[src/rtl/priority_dec_2_4_v__hold_pkg.sv]
// priority_dec_2_4_v__hold_pkg: shared code width default and FSM state encodings
package priority_dec_2_4_v__hold_pkg;
  localparam int CODE_W_DEF = 2;
  typedef enum logic {ST_IDLE = 1'b0, ST_HOLD = 1'b1} state_t;
endpackage

[src/rtl/priority_dec_2_4_v__hold_onehot.sv]
// priority_dec_2_4_v__hold_onehot: combinational code to one-hot decoder
module priority_dec_2_4_v__hold_onehot
  import priority_dec_2_4_v__hold_pkg::*;
#(
  parameter int CODE_W = CODE_W_DEF
) (
  input  logic [CODE_W-1:0]      i_code,
  output logic [(1<<CODE_W)-1:0] o_onehot
);
  assign o_onehot = {{((1 << CODE_W) - 1){1'b0}}, 1'b1} << i_code;
endmodule

[src/rtl/priority_dec_2_4_v__hold.sv]
// priority_dec_2_4_v__hold: registered one-hot decoder holding each code HOLD_CYCLES clocks (PRIORITY_DEC_BACK2BACK_EN allows reload on the last hold cycle)
module priority_dec_2_4_v__hold
  import priority_dec_2_4_v__hold_pkg::*;
#(
  parameter int CODE_W      = CODE_W_DEF,
  parameter int HOLD_CYCLES = 4,
  parameter int CNT_W       = 8
) (
  input  logic                   i_clk,
  input  logic                   i_rst,
  input  logic [CODE_W-1:0]      i_code,
  input  logic                   i_valid,
  output logic                   o_ready,
  output logic [(1<<CODE_W)-1:0] o_onehot,
  output logic                   o_valid,
  output logic [CNT_W-1:0]       o_busy_cnt
);
  localparam int OH_W = 1 << CODE_W;
  state_t            state_q, state_d;
  logic [OH_W-1:0]   onehot_q, onehot_d, dec;
  logic [CNT_W-1:0]  cnt_q, cnt_d;
  logic              hold, last, xfer;
  priority_dec_2_4_v__hold_onehot #(.CODE_W(CODE_W)) u_dec (
    .i_code   (i_code),
    .o_onehot (dec)
  );
  assign hold = state_q == ST_HOLD;
  assign last = hold && cnt_q == CNT_W'(1);
`ifdef PRIORITY_DEC_BACK2BACK_EN
  assign o_ready = !hold || last;
`else
  assign o_ready = !hold;
`endif
  assign xfer       = i_valid && o_ready;
  assign o_onehot   = onehot_q;
  assign o_valid    = hold;
  assign o_busy_cnt = cnt_q;
  // next state: a transfer loads code and counter, the last hold cycle returns to idle
  always_comb begin
    state_d  = xfer ? ST_HOLD : last ? ST_IDLE : state_q;
    onehot_d = xfer ? dec : last ? '0 : onehot_q;
    cnt_d    = xfer ? CNT_W'(HOLD_CYCLES) : hold ? cnt_q - CNT_W'(1) : cnt_q;
  end
  // state, output and counter registers; reset overrides any simultaneous transfer
  always_ff @(posedge i_clk) begin
    if (i_rst) begin
      state_q  <= ST_IDLE;
      onehot_q <= '0;
      cnt_q    <= '0;
    end else begin
      state_q  <= state_d;
      onehot_q <= onehot_d;
      cnt_q    <= cnt_d;
    end
  end
endmodule

[config.mk]
export PLATFORM = sky130hd
export DESIGN_NAME = priority_dec_2_4_v__hold
export DESIGN_NICKNAME = d
export VERILOG_FILES = /design/src/rtl/priority_dec_2_4_v__hold_pkg.sv /design/src/rtl/priority_dec_2_4_v__hold_onehot.sv /design/src/rtl/priority_dec_2_4_v__hold.sv
export SDC_FILE = /design/constraint.sdc
export NUM_CORES = 1
export LEC_CHECK = 0
export CAP_MARGIN = 20
export CORE_UTILIZATION = 45
export DETAILED_ROUTE_END_ITERATION = 12
export PLACE_DENSITY = 0.76
export SETUP_SLACK_MARGIN = 0.02
export SLEW_MARGIN = 20
export SYNTH_ARGS = -nofsm -noshare
export SYNTH_HDL_FRONTEND = slang
export SYNTH_SLANG_ARGS = --single-unit
[constraint.sdc]
create_clock -name i_clk -period 2.37 [get_ports i_clk]
set_input_delay 0.5925 -clock i_clk [delete_from_list [all_inputs] [get_ports i_clk]]
set_output_delay 0.5925 -clock i_clk [all_outputs]
set_load 0.05 [all_outputs]
# Word-level counts from Yosys, hierarchy flattened
# Index checks and enable logic that the tools add are counted.
# W data, S select, Z words.
# word_totals
regBits	13
input_bits	5
out_inout_bits	14
# op_classes
add_sub_neg	1
n_eq_ne	1
shift	1
n_mux	6
reduce_logical	6
# ops
cell	count
$eq A8 B1 Y1 const B	1
$mux W4	2
$sub A8 B1 Y8 const B	1
$mux W3	2
$reduce_bool A2 Y1	2
$shl A1 B2 Y4 const A	1
$logic_and A1 B1 Y1	2
$mux W1	2
$reduce_or A2 Y1	1
$logic_not A1 Y1	1

# Longest topological paths before layout
# Gate-level depths: netlist of the first run.
# depth
depth_word	4
ltp_mapped	5
mapped_depth_nobuf	5

# Hierarchy
# Synthesis of the first run repeated with hierarchy kept, for this count alone.
# unflattened
hier_cells	60
area_unflattened_um2	598.1
# modules_own_cells
mod	instances	cells_each	area_per_inst_um2	seq_area_each_um2
priority_dec_2_4_v__hold	1	56	571.8	260.2
priority_dec_2_4_v__hold_onehot	1	4	26.3	0.0

# Least setup slack after synthesis of the first run
# Ideal clock, no wire load.
# synth_timing
path_type	register to register
startpoint	reg state_q, in the netlist o_valid
endpoint	reg onehot_q[1], in the netlist o_onehot[1]
arrival_ns	1.852
required_time_ns	2.278
setup_slack_ns	0.425
path_stages_with_launch	6
n_path_buf	2
cell_sequence	dfxtp_1 > clkbuf_1 > inv_1 > a21o_2 > buf_6 > o32ai_1
# synth_between
elab_chain_cells	3
word_cells_on_any_way	5
classes_between	mux: 1; reduce/logical: 4
# synth_lines
element	line_no	source
start: declaration	priority_dec_2_4_v__hold.sv:19	state_t state_q, state_d;
start signal: assignment	priority_dec_2_4_v__hold.sv:51	state_q <= state_d;
$logic_not A1 Y1 (*)	priority_dec_2_4_v__hold.sv:32	assign o_ready = !hold;
named net o_ready	priority_dec_2_4_v__hold.sv:13	output logic o_ready,
$logic_and A1 B1 Y1 (*)	priority_dec_2_4_v__hold.sv:34	assign xfer = i_valid && o_ready;
$mux W4 or $reduce_bool A2 Y1 (tied branches)	-	
end signal: assignment	priority_dec_2_4_v__hold.sv:52	onehot_q <= onehot_d;
end: declaration	priority_dec_2_4_v__hold.sv:20	logic [OH_W-1:0] onehot_q, onehot_d, dec;
# Mark *: on every way through the listed nets, which the timed path passes. The rest lies on a longest branch.
# A chain may end at the register's enable or synchronous reset.

# Worst setup path in the final report of the first run
# layout_timing
startpoint	reg state_q, in the netlist o_valid
endpoint	out o_valid
# layout_lines
element	line_no	source
end: declaration	priority_dec_2_4_v__hold.sv:15	output logic o_valid,
# No word-level cell between the ends.

==> impl_results.md, run 1 <==
- Share of layout cells above drive strength 1: 0.0732
- Synthesized Nets: 70
- H-tree Lvls: 1
- Most common cell after layout, fill and taps aside: clkdlybuf4s50_1
- Die area: 0.00148 mm²
- Dpl hpwl: 821 µm
- Largest net degree at the start of global routing: 13
- Pre-antenna DRT Iters: 3
- HP Class: reg -> reg
- Antenna diodes: 0
- Tcrit/Tclk final: 0.960
- Synth area leader: dfxtp_1
- Mapped Area: 601 µm²
- Vias per cell: 5.07
- R2R cell count: 3
- Final Non-Filler Cells: 96
- First-pass GRT wire length: 1900 µm
- Clock tree sinks: 13
- Filler cells: 112
- Setup TNS: 0 ps
- Reg2Reg Setup Slack: 540 ps
- CP cell instances: clkdlybuf4s50_1
- Final hold violations: 0
- Crit path buf inv count: 1
- #FFs+latches synth: 13
- Placed cell count: 92
- GRT overflow: 0
- DP Area: 778 µm²
- Final worst slack: 95.7 ps
- Critical path origin: o_valid
- Core footprint: 0.00117 mm²
- Commonest non-fill, non-tap cells in the layout: clkdlybuf4s50_1, dfxtp_1, inv_1, nor2_1
- Net count, final: 90
- Maximum clock path buffer count: 2
- Critical Path End Type: output pin
- Port bufs: 18
- RSZ-0062 raised after global routing: no
- Cells after synthesis: 63
- Crit path capture: o_valid
- FF-to-FF Start: o_valid
- Critical Path AT: 1680 ps
- Vias in the first global route: 445
- Die boundary width: 38.5 µm
- Seq/Total Area, Yosys: 0.433
- Tightest hold margin: 479 ps
- Vias: 487
- Relative slew slack: 0.666
- Avg Synthesized Cell Area: 9.53 µm²
- Worst vdd ir: 0.000395 V
- Synth Warn #: 0
- CTS tree: built
- Max-cap violations: 0
- Initial Util: 0.513
- Clk root buf: clkbuf_4
- Number of DRC markers in iteration 0: 19
- Critical Path Source Type: flop
- CP max stage delay: 870 ps
- Worst-path maximum fanout: 12
- Initial antenna violation count: 0
- Worst path slowest cell: clkdlybuf4s50_1
- Unique masters post-synth: 24
- Worst Path Required: 1780 ps
- Final slew viol count: 0
- Status: completed
- Final Cell Area: 805 µm²
- Setup Buffers After CTS: 0
- Total Routing Usage GR: 0.193
- Post-cts resize count: 0
- Post-route ant nets: 0
- FF+latch area: 260 µm²
- Fmax: 440 MHz
- Slew @ Worst Pin: 499 ps
- Post-Route WL: 1140 µm
- Die Ht: 38.5 µm
- Area of the multi-input gates: 290 µm²
- Hold Path Cell Cnt: 2
- CP top delay family: buffers and inverters
- GPL Wtd Cong: 0.667
- R2r endpoint: o_busy_cnt[5]
- Crit path time final: 2270 ps
- Synth area leaders: dfxtp_1, o32ai_1, xnor2_1, inv_1, ha_1
- FP Rows: 12
- I/O Pins: 19
- WS Path Type: reg -> out
- Final setup skew: 7.58 ps
- Crit. path cell count: 1
- Top-area cell type share of the netlist area: 0.433
- Clk slew on worst S/H paths: 80 ps
- Inserted Clock Buffers: 3
- Final Setup Violations: 0
- Place WS: 409 ps
- Layout area overhead: 34.0%
- Drt drc: 0
- Cts hold-fix bufs: 0
- Routed len/inst: 11.9 µm
- Worst-Skew Late Latency: 270 ps
- Leak: 0.279 nW
- Power density over the cells: 675 mW/mm²
## Yosys cell counts
cell / count
ha_1: 2
nand2_1: 1
nor3_1: 2
a21o_2: 1
or4_1: 2
or3_1: 2
dfxtp_1: 13
or4b_1: 1
and4bb_2: 1
nor4b_1: 1
nand2b_1: 3
nor2_1: 5
clkbuf_1: 1
buf_6: 1
o31ai_1: 1
a21oi_1: 3
xnor2_1: 4
nor4_4: 1
a211oi_1: 2
nor3b_1: 1
buf_2: 1
o21ai_0: 2
inv_1: 8
o32ai_1: 4
## metrics by stage
stage	total power, mW	util
after floorplan	0.367	-
after global placement	0.410	0.665
after detailed placement	0.413	0.665
after CTS	0.549	0.687
after global routing	0.571	0.687
final	0.543	0.687
## kinds of logic (layout without fill, tap and decap cells)
family                   Yosys count  in the layout  synth area share
adder cells (fa/ha/maj)            2              2            0.0417
AND/OR/NAND/NOR                   20             20             0.231
AO/OA/AOI/OAI                     13             13             0.152
buffers and inverters             11             30            0.0833
XOR/XNOR                           4              4            0.0583
flip-flops                        13             13             0.433
## worst min-delay path, stage by stage, from the launching register on
cell	delay, ps
dfxtp_1	310
inv_1	50
o32ai_1	70
## routing by layer
metal,wire length [µm],vias up,global-route usage
met1,597,208,0.253
li1,-,262,-
met2,477,15,0.283
met4,10,0,0.129
met5,0,-,0
met3,57,2,0.0349
## registers in the layout (all words and copies together), names as in the netlist
| register | flops |
|---|---|
| o_onehot | 4 |
| o_busy_cnt | 8 |
| o_valid | 1 |
## worst min-delay path by stage
stage	slack (ps)	endpoint	start
2_1_floorplan	670	o_busy_cnt[2]	i_rst
3_3_place_gp	460	o_onehot[3]	o_onehot[3]
3_5_place_dp	470	o_onehot[1]	o_onehot[1]
4_1_cts	480	o_onehot[1]	o_onehot[1]
5_1_grt	500	o_onehot[1]	o_onehot[1]
6_report	480	o_onehot[1]	o_onehot[1]
## where the power goes
| group | internal [mW] | leakage [nW] | total [mW] | switching, mW |
|---|---|---|---|---|
| combinational | 0.0612 | 0.157 | 0.155 | 0.0938 |
| sequential | 0.233 | 0.106 | 0.253 | 0.0200 |
| clock | 0.0652 | 0.0150 | 0.135 | 0.0701 |
| total | 0.359 | 0.279 | 0.543 | 0.184 |
## area by class of cell
class | count | area share
clock buffers | 4 | 0.0327
inverters | 8 | 0.0373
flip-flops and latches | 13 | 0.323
well taps | 14 | 0.0218
repair buffers | 18 | 0.224
multi-input cells | 39 | 0.361
Note: power is estimated with default switching activity, not from simulation.
==> inputs of run 2 (changes only) <==
Settings changed: GPL_TIMING_DRIVEN set to 0.
==> run 2 against run 1 <==
Compared with the run above:
- routed wire length up 6.0%
- sequential power about the same
- highest routed layer unchanged
- worst setup slack gained 44 ps
- critical path depth is the same
- utilization increased by 1.6 points
- total power increased by 1.9%
- sequential share of layout area is 0.74 points lower
- clock skew rose by 1.2 ps
- die area unchanged
- critical endpoint is now o_busy_cnt[0]
- critical path type unchanged
- worst hold slack improved by 5.7 ps
==> impl_results.md, run 2 (synthesis gave the netlist of run 1 again) <==
- Switching power share of the total: 0.345
- PnR Total Power: 0.554 mW
- Final worst slack: 140 ps
- GRT met3 Usage: 0.105
- First-pass GRT wire length: 1910 µm
- Crit path time final: 2230 ps
- Relative slew slack: 0.670
- Vias: 513
- Power density over the cells: 673 mW/mm²
- Slew @ Worst Pin: 493 ps
- Crit path buf inv count: 1
- Clk pwr share: 0.256
- Final slew viol count: 0
- Power share of the combinational group: 0.291
- Status: completed
- Number of DRC markers in iteration 0: 8
- Met2 usage: 0.263
- Initial antenna violation count: 0
- Post-Route WL: 1210 µm
- Leak: 0.289 nW
- Die boundary width: 38.5 µm
- H-tree Lvls: 1
- Inserted Clock Buffers: 3
- Pre-antenna DRT Iters: 4
- Maximum clock path buffer count: 2
- RSZ-0062 raised after global routing: no
- Met1 Use GR: 0.266
- Placed cell count: 95
- CTS tree: built
- Busiest grt layer: met1
- Fmax: 448 MHz
- Clock tree sinks: 13
- Tcrit/Tclk final: 0.941
- CP top delay family: buffers and inverters
- I/O Pins: 19
- Internal Power: 0.362 mW
- Dpl hpwl: 872 µm
- Net count, final: 93
- Worst vdd ir: 0.000551 V
- Layout area overhead: 37.1%
- Core footprint: 0.00117 mm²
- GRT overflow: 0
- Critical Path End Type: output pin
- Final Cell Area: 823 µm²
- Critical Path AT: 1640 ps
- Final setup skew: 8.75 ps
- Die Ht: 38.5 µm
- DP Area: 798 µm²
- Setup TNS: 0 ps
- Worst-path maximum fanout: 8
- Total Routing Usage GR: 0.195
- Worst Path Required: 1780 ps
- Vias in the first global route: 428
- FP Rows: 12
- Clk root buf: clkbuf_4
- Routed len/inst: 12.2 µm
- Tightest hold margin: 485 ps
- Worst-Skew Late Latency: 280 ps
- Largest net degree at the start of global routing: 11
- CP cell instances: clkdlybuf4s50_1
- CP max stage delay: 860 ps
- Final Setup Violations: 0
- Place WS: 326 ps
- Initial Util: 0.513
- Fin util: 0.703
- Commonest non-fill, non-tap cells in the layout: clkdlybuf4s50_1, dfxtp_1, inv_1, nor2_1
- Antenna diodes: 0
- Most common cell after layout, fill and taps aside: clkdlybuf4s50_1
- Vias per cell: 5.18
- Part of the power in registers: 0.453
- Die area: 0.00148 mm²
- Drt drc: 0
- Final hold violations: 0
- Port bufs: 18
- Max reg flops: 8
- GPL Wtd Cong: 0.680
- Final Non-Filler Cells: 99
- P_sw: 0.191 mW
- Critical Path Source Type: flop
- Clk slew on worst S/H paths: 90 ps
- HP Class: reg -> reg
- Post-route ant nets: 0
- Share of layout cells above drive strength 1: 0.0941
- WS Path Type: reg -> out
- Worst path slowest cell: clkdlybuf4s50_1
- Max-cap violations: 0
- Filler cells: 93
## run 2: cell count changes in the layout (fill, tap and decap cells not counted), sizes merged
cell	change
clkdlybuf4s50	-1
dlygate4sd2	+1
clkbuf	+1
buf	+2
## run 2: power by group through the flow
stage	Combinational, mW	Clock (mW)	Sequential [mW]
final	0.161	0.142	0.251
after global routing	0.174	0.156	0.253
after CTS	0.162	0.144	0.251
after detailed placement	0.162	0	0.256
after global placement	0.160	0	0.255
after floorplan	0.0638	0	0.303
## run 2: final cells by class
type / instances / area (µm²) / share of cell area
Timing Repair Buffer: 18 / 179 / 0.217
Multi-Input combinational cell: 39 / 290 / 0.353
Inverter: 8 / 30.0 / 0.0365
Buffer: 3 / 20.0 / 0.0243
Clock buffer: 4 / 26.3 / 0.0319
Tap cell: 14 / 17.5 / 0.0213
Sequential cell: 13 / 260 / 0.316
## run 2: what timing repair did
item | 4_1_cts | 5_1_grt
gates resized for setup | 1 | 0
hold buffers | 0 | 0
setup buffers | 0 | 0
hold endpoints to repair | 0 | 0
endpoints found under the setup margin | 1 | 0
## run 2: routing by layer
metal / part of all wire / up-vias
met4: 0.0066 / 0
met2: 0.42 / 16
li1: - / 266
met5: 0 / -
met1: 0.51 / 228
met3: 0.058 / 3
## run 2: final timing paths
| path | end | startpoint | cells after the start | slack (ps) |
|---|---|---|---|---|
| setup / recovery | o_busy_cnt[0] | o_busy_cnt[0] | 1 | 140 |
| hold / removal | o_onehot[2] | o_onehot[2] | 2 | 480 |
| setup reg to reg | o_busy_cnt[5] | o_busy_cnt[2] | 4 | 720 |
| hold reg to reg | o_onehot[2] | o_onehot[2] | 2 | 480 |
==> inputs of run 3 (changes only) <==
Settings changed: CELL_PAD_IN_SITES_DETAIL_PLACEMENT set to 1, CELL_PAD_IN_SITES_GLOBAL_PLACEMENT set to 1, CORE_UTILIZATION 45 to 34, CTS_CLUSTER_SIZE set to 28, PLACE_DENSITY 0.76 to 0.77, SKIP_CTS_REPAIR_TIMING set to 1.
==> run 3 against run 2 <==
Compared with the run above:
- final cell count increased by 2.0%
- global-route usage decreased by 3.5 points
- largest power group unchanged
- worst hold slack worse by 5.8 ps
- total power is 0.39% higher
- largest cell class unchanged
- flip-flop and latch count did not move
- highest routed layer unchanged
- die area grew 31%
- via count grew 3.1%
- sequential share of layout area shrank 0.29 points
- fmax up 1.5%
==> impl_results.md, run 3 (synthesis gave the netlist of run 1 again) <==
- Final Cell Area: 831 µm²
- Crit path buf inv count: 1
- Leak: 0.297 nW
- Relative slew slack: 0.663
- Setup TNS: 0 ps
- Clk slew on worst S/H paths: 90 ps
- Max-cap violations: 0
- CTS tree: built
- CP max stage delay: 860 ps
- Filler cells: 184
- Power density over the cells: 669 mW/mm²
- Net count, final: 93
- Post-Route WL: 1260 µm
- Crit path time final: 2200 ps
- Place WS: 305 ps
- Worst vdd ir: 0.000320 V
- Vias: 529
- Final hold violations: 0
- Largest net degree at the start of global routing: 11
- DP Area: 801 µm²
- Most common cell after layout, fill and taps aside: clkdlybuf4s50_1
- Initial antenna violation count: 0
- Clk root buf: clkbuf_4
- Critical Path Source Type: flop
- Die area: 0.00194 mm²
- Total Routing Usage GR: 0.159
- FF-to-FF Start: o_busy_cnt[2]
- GPL Wtd Cong: 0.717
- R2R cell count: 4
- Antenna diodes: 0
- Post-route ant nets: 0
- Vias per cell: 5.24
- Dpl hpwl: 977 µm
- WS Path Type: reg -> out
- R2r endpoint: o_busy_cnt[5]
- Max reg flops: 8
- Routed len/inst: 12.4 µm
- RSZ-0062 raised after global routing: no
- Die boundary width: 44.0 µm
- Initial Util: 0.381
- Die Ht: 44.0 µm
- Core footprint: 0.00158 mm²
- Critical path origin: o_busy_cnt[0]
- FP Rows: 14
- Commonest non-fill, non-tap cells in the layout: clkdlybuf4s50_1, dfxtp_1, inv_1, nor2_1
- Share of layout cells above drive strength 1: 0.106
- Clock tree sinks: 13
- HP Class: reg -> reg
- Inserted Clock Buffers: 3
- H-tree Lvls: 1
- Number of DRC markers in iteration 0: 4
- Fmax: 455 MHz
- GRT overflow: 0
- CP cell instances: clkdlybuf4s50_1
- Tightest hold margin: 479 ps
- Hold Path Cell Cnt: 2
- Worst Path Required: 1780 ps
- Drt drc: 0
- Status: completed
- Vias in the first global route: 533
- I/O Pins: 19
- Worst-Skew Late Latency: 280 ps
- Slew @ Worst Pin: 504 ps
- Final setup skew: 6.27 ps
- Critical Path AT: 1600 ps
- Pre-antenna DRT Iters: 3
- Crit path capture: o_busy_cnt[0]
- Reg2Reg Setup Slack: 680 ps
- CP top delay family: buffers and inverters
- Min-delay src: o_onehot[2]
- Final Setup Violations: 0
- Layout area overhead: 38.3%
- Port bufs: 18
- Tcrit/Tclk final: 0.927
- Placed cell count: 97
- Final worst slack: 173 ps
- Critical Path End Type: output pin
- Worst path slowest cell: clkdlybuf4s50_1
- Worst-path maximum fanout: 8
- Maximum clock path buffer count: 2
- Final slew viol count: 0
- Crit. path cell count: 1
- First-pass GRT wire length: 2250 µm
- Final Non-Filler Cells: 101
-- run 3: cell count changes in the layout (fill, tap and decap cells not counted), sizes merged --
cell	change
dlymetal6s2s	+1
clkinv	+1
clkbuf	-1
dlygate4sd2	-1
-- run 3: cell type report --
type                            count  area, µm²  area share
Timing Repair Buffer               18        183       0.220
Tap cell                           16       20.0      0.0241
Multi-Input combinational cell     39        290       0.349
Clock inverter                      1       5.00     0.00602
Buffer                              3       20.0      0.0241
Sequential cell                    13        260       0.313
Clock buffer                        3       22.5      0.0271
Inverter                            8       30.0      0.0361
-- run 3: through the flow --
stage,util,power (mW)
floorplan,-,0.367
global placement,0.508,0.417
detailed placement,0.508,0.420
CTS,0.525,0.565
global route,0.527,0.586
finish,0.527,0.556
-- run 3: layer usage --
layer  up-vias  track usage  routed length, µm
li1        268            -                  -
met1       246        0.211                596
met2        13        0.247                576
met3         2       0.0367                 61
met4         0       0.0727                 23
met5         -            0                  0
-- run 3: worst min-delay path by stage --
stage               endpoint  slack, ps
5_1_grt          o_onehot[1]        510
3_3_place_gp     o_onehot[1]        460
3_5_place_dp     o_onehot[3]        470
4_1_cts          o_onehot[3]        480
2_1_floorplan  o_busy_cnt[2]        670
6_report         o_onehot[2]        480
-- run 3: where the power goes --
group	internal [mW]	switching, mW
Sequential	0.233	0.0171
Clock	0.0627	0.0799
Combinational	0.0649	0.0982
